`config.mk`:
```
export PLATFORM = sky130hd
export DESIGN_NAME = if_id_fifo
export DESIGN_NICKNAME = d
export VERILOG_FILES = /design/src/rtl/if_id_fifo.sv
export SDC_FILE = /design/constraint.sdc
export NUM_CORES = 1
export LEC_CHECK = 0
export ABC_AREA = 0
export BUFFER_PORTS_ARGS = -buffer_cell sky130_fd_sc_hd__buf_2
export CAP_MARGIN = 5
export CORE_AREA = 2 2 168 129
export CTS_CLUSTER_SIZE = 24
export DETAILED_ROUTE_END_ITERATION = 16
export DIE_AREA = 0 0 170 131
export SLEW_MARGIN = 20
export SYNTH_ARGS = -nofsm -noshare
export SYNTH_HDL_FRONTEND = slang
export SYNTH_SLANG_ARGS = --single-unit
```
`constraint.sdc`:
```
create_clock -name clk -period 8.7 [get_ports clk]
set_input_delay 0.435 -clock clk [delete_from_list [all_inputs] [get_ports clk]]
set_output_delay 0.435 -clock clk [all_outputs]
set_load 0.01 [all_outputs]
```
`src/rtl/if_id_fifo.sv`:
```
// IF/ID pipeline buffer: a small circular FIFO between fetch and decode with
// per-side stall control, flush, and zero (NOP bubble) outputs when empty.
module if_id_fifo #(
    parameter int ADDR_W  = 32,
    parameter int INST_W  = 32,
    parameter int DEPTH   = 2,
    parameter int STALL_W = 6,
    parameter int STAGE   = 1
) (
    input  logic                      clk,
    input  logic                      rst,
    input  logic [STALL_W-1:0]        stall,
    input  logic                      flush,
    input  logic                      if_valid,
    input  logic [ADDR_W-1:0]         if_pc,
    input  logic [INST_W-1:0]         if_inst,
    output logic                      if_ready,
    output logic                      id_valid,
    output logic [ADDR_W-1:0]         id_pc,
    output logic [INST_W-1:0]         id_inst,
    output logic [$clog2(DEPTH):0]    count
);

    localparam int PW = $clog2(DEPTH);
    localparam int CW = PW + 1;

    logic [ADDR_W-1:0] pc_mem   [DEPTH];
    logic [INST_W-1:0] inst_mem [DEPTH];
    logic [PW-1:0]     rd_ptr;
    logic [PW-1:0]     wr_ptr;
    logic [CW-1:0]     cnt;
    logic              push;
    logic              pop;

    // Handshake: an entry transfers in when if_valid && if_ready and the fetch
    // side is not stalled; the head leaves when id_valid and decode is not
    // stalled. if_ready depends on registered occupancy only (no bypass).
    assign if_ready = (cnt < CW'(DEPTH));
    assign id_valid = (cnt != '0);
    assign push     = if_valid && if_ready && !stall[STAGE] && !flush;
    assign pop      = id_valid && !stall[STAGE+1] && !flush;

    assign id_pc    = id_valid ? pc_mem[rd_ptr]   : '0;
    assign id_inst  = id_valid ? inst_mem[rd_ptr] : '0;
    assign count    = cnt;

    always_ff @(posedge clk) begin
        if (rst || flush) begin
            rd_ptr <= '0;
            wr_ptr <= '0;
            cnt    <= '0;
        end else begin
            if (push) wr_ptr <= wr_ptr + 1'b1;
            if (pop)  rd_ptr <= rd_ptr + 1'b1;
            case ({push, pop})
                2'b10:   cnt <= cnt + 1'b1;
                2'b01:   cnt <= cnt - 1'b1;
                default: cnt <= cnt;
            endcase
        end
    end

    // Entry storage is never cleared; only pointers and count are visible.
    always_ff @(posedge clk) begin
        if (!rst && push) begin
            pc_mem[wr_ptr]   <= if_pc;
            inst_mem[wr_ptr] <= if_inst;
        end
    end

endmodule

```
==> flow_summary.yaml <==
place:
  gp_congestion: 0.6906
  post-dp-hpwl_mm: 6.644
  placed_cell_area_sq_mm: 0.006050
  port_buffers: 137
finish:
  syn_to_final_growth_pct: 30.54
  final_util_pct: 32.03
  fin_nets: 521
  diodes: 0
  drive_gt1_share_pct: 38.65
  n_fill_cell: 2073
  fin_area_sq_mm: 0.006636
power_and_ir_drop:
  p_leak_uw: 0.002400
  power_switching_share_pct: 20.07
  powerDensity_mw_per_mm2: 221.8
  p_switching_uw: 295.3
  pwr-share-comb_pct: 3.1
  pwr-share-seq_pct: 48.4
  pwr-share-clk_pct: 48.5
  ir_worst_vdd_uv: 83.02
  p_int_uw: 1176
detailed_routing:
  vias: 2948
  dr.pass1.iters: 4
  ant_nets: 0
  wl_per_cell_microns: 14.44
  drc: 0
  routed_wl_mm: 10.43
  drtIter0Drc: 119
  post_drt_via_cell_ratio: 4.083
floorplanning:
  die-area_sq_mm: 0.02227
  io-pin-count: 142
  dieWidth_microns: 170
  core_sq_mm: 0.02072
  start_util_pct: 24.54
  die-height_microns: 131
  rows: 46
sta:
  hold_viol: 0
  fin_tns_setup_ns: 0
  max_slew_margin_pct: 38.07
  min_period_ns: 2.721
  maxSlewViolCount: 0
  setup_violations: 0
  clock_skew_ns: 0.007208
  period_share_pct: 31.28
  worstMarginPinSlew_ns: 0.9290
  fmax_mhz: 367.5
  rsz0062_at_grt: "no"
synth:
  synth_edf_count: 128
  synth_flop_cell: "edfxtp_1"
  synthCells: 300
  avgSynthCellArea_sq_um: 16.95
  synth_area_leaders: "edfxtp_1 (76%), mux2i_1 (13%), nor2_1 (4.9%)"
  yosysMostFrequentCell: "edfxtp_1"
  synth_top_area_cell: "edfxtp_1"
  synthTopCellsByCount: "edfxtp_1 (128), nor2_1 (67), mux2i_1 (64), buf_4 (6), dfxtp_1 (5)"
  yosys_warnings: 0
  synth.top_cell.area_share_pct: 75.61
  async_flop_share_pct: 0
  syn_area_sq_mm: 0.005084
  syn_nets: 375
  yosysUniqueCellTypes: 21
  seq_area_frac_synth_pct: 77.58
  ys_seq_elements: 133
outcome:
  outcome: "complete, no violations"
critical_path:
  path_class: "flip-flop to output port"
  r2r-start: "count[1]"
  rr_worst_depth: 5
  path_cells: "nor2_4 -> buf_4 -> nor2_1 -> buf_2"
  r2r_setup_slack_ns: 6.54
  path_max_fanout: 36
  r2r-end: "count[1]"
  required_ns: 8.27
  crit_path_start_kind: "flip-flop"
  worstPathArrival_ns: 2.29
  critPathMaxStageDelay_ns: 0.65
  end_kind: "output port"
  crit_slowest_cell: "nor2_4"
clock_network:
  numCtsBuffers: 17
  cts-root-buf: "clkbuf_16"
  cts_setup_buffers: 0
  htree_levels: 4
  cts-hold-fix-buffers: 0
  cts_sinks: 133
  cts.clk_slew.worst_paths_ns: 0.06
  cts_tree: "done"
  cts_buffer_depth: 2
  clk_latency_ns: 0.41
  cts_resized: 0
worst_hold_path:
  hp-start: "if_pc[27]"
  worstHoldEndpoint: "pc_mem[1][27]"
  worstHoldPathCells: 1
  hold_class: "input port to flip-flop"
grt:
  grt_pass1_vias: 3041
  grtUsageTotal_pct: 9.395
  grt_pass1_wl_mm: 15.62
  grt_max_degree: 65
  grt_antenna_before_repair: 0
  grt_overflow_total: 0
job:
  cap_violations: 0
-- layout by cell type, fill, tap and decap left out, types with 3 or more instances in the layout --
cell type   instances
buf_2             137
edfxtp_1          128
nor2_1             66
mux2i_1            64
clkbuf_16          17
buf_4               5
dfxtp_1             4
a21oi_1             3
clkinvlp_4          3
clkinv_2            3
bufinv_16           3
-- area by class of cell --
type	count	area [sq um]	share of cell area (%)
inverters	3	11.26	0.1697
flip-flops and latches	133	3948	59.48
well taps	264	330.3	4.977
repair buffers	142	723.2	10.90
multi-input cells	149	1037	15.63
clock buffers	17	425.4	6.410
clock inverters	14	161.4	2.432
-- worst max path at each step --
| stage | depth (start not counted) | slack (ns) | endpoint | start |
|---|---|---|---|---|
| floorplan | 3 | 1.15 | inst_mem[1][0] | rst |
| global placement | 4 | 6.42 | id_inst[17] | count[1] |
| detailed placement | 4 | 6.33 | id_inst[17] | count[1] |
| CTS | 4 | 5.88 | id_inst[17] | count[1] |
| global route | 4 | 5.79 | id_inst[17] | count[1] |
| finish | 4 | 5.98 | id_inst[17] | count[1] |
-- sequential cells by signal, summed over array words and instances, names as in the netlist, named ones only --
| name | count |
|---|---|
| inst_mem | 64 |
| pc_mem | 64 |
| rd_ptr | 1 |
| count | 2 |
| wr_ptr | 1 |
-- critical path: cells and delay by family, from the launching register on --
| kind | cells | cell delay [ns] |
|---|---|---|
| and+or+nand+nor | 2 | 0.78 |
| buffers and inverters | 2 | 0.66 |
| DFF | 1 | 0.41 |
-- routing by layer --
| metal | GRT usage, % | up-vias | share of wire [%] |
|---|---|---|---|
| li1 | - | 1405 | - |
| met4 | 3.318 | 0 | 1.2 |
| met1 | 10.82 | 1432 | 43 |
| met2 | 15.63 | 100 | 48 |
| met3 | 4.277 | 11 | 7.7 |
| met5 | 0 | - | 0 |
-- power by group through the flow --
stage               clock network [uW]  registers (uW)  logic, uW
global placement                     0             725       43.8
CTS                                742             712       47.0
finish                             714             712       46.1
global route                       766             712       50.9
detailed placement                   0             725       46.8
floorplan                            0             726       18.8
-- cells by family (layout without fill, tap and decap cells) --
| family | count (synthesis) | after routing | synth area share, % |
|---|---|---|---|
| flops | 133 | 133 | 77.58 |
| simple gates | 76 | 76 | 6.153 |
| mux | 64 | 64 | 12.60 |
| buf+inv | 18 | 176 | 2.412 |
| compound gates | 5 | 5 | 0.4922 |
| xor+xnor | 3 | 3 | 0.5170 |
| fa+ha+maj | 1 | 1 | 0.2461 |
-- through the flow --
step	hold slack (ns)	setup slack (ns)	power, uW	instances
floorplan	0.4799	1.150	744.9	300
global placement	0.4927	6.419	768.7	691
detailed placement	0.5094	6.329	772.1	691
CTS	0.1816	5.877	1500	722
global route	0.1810	5.786	1528	722
finish	0.2059	5.979	1472	722
No activity file was read; power rests on OpenSTA's default activity.
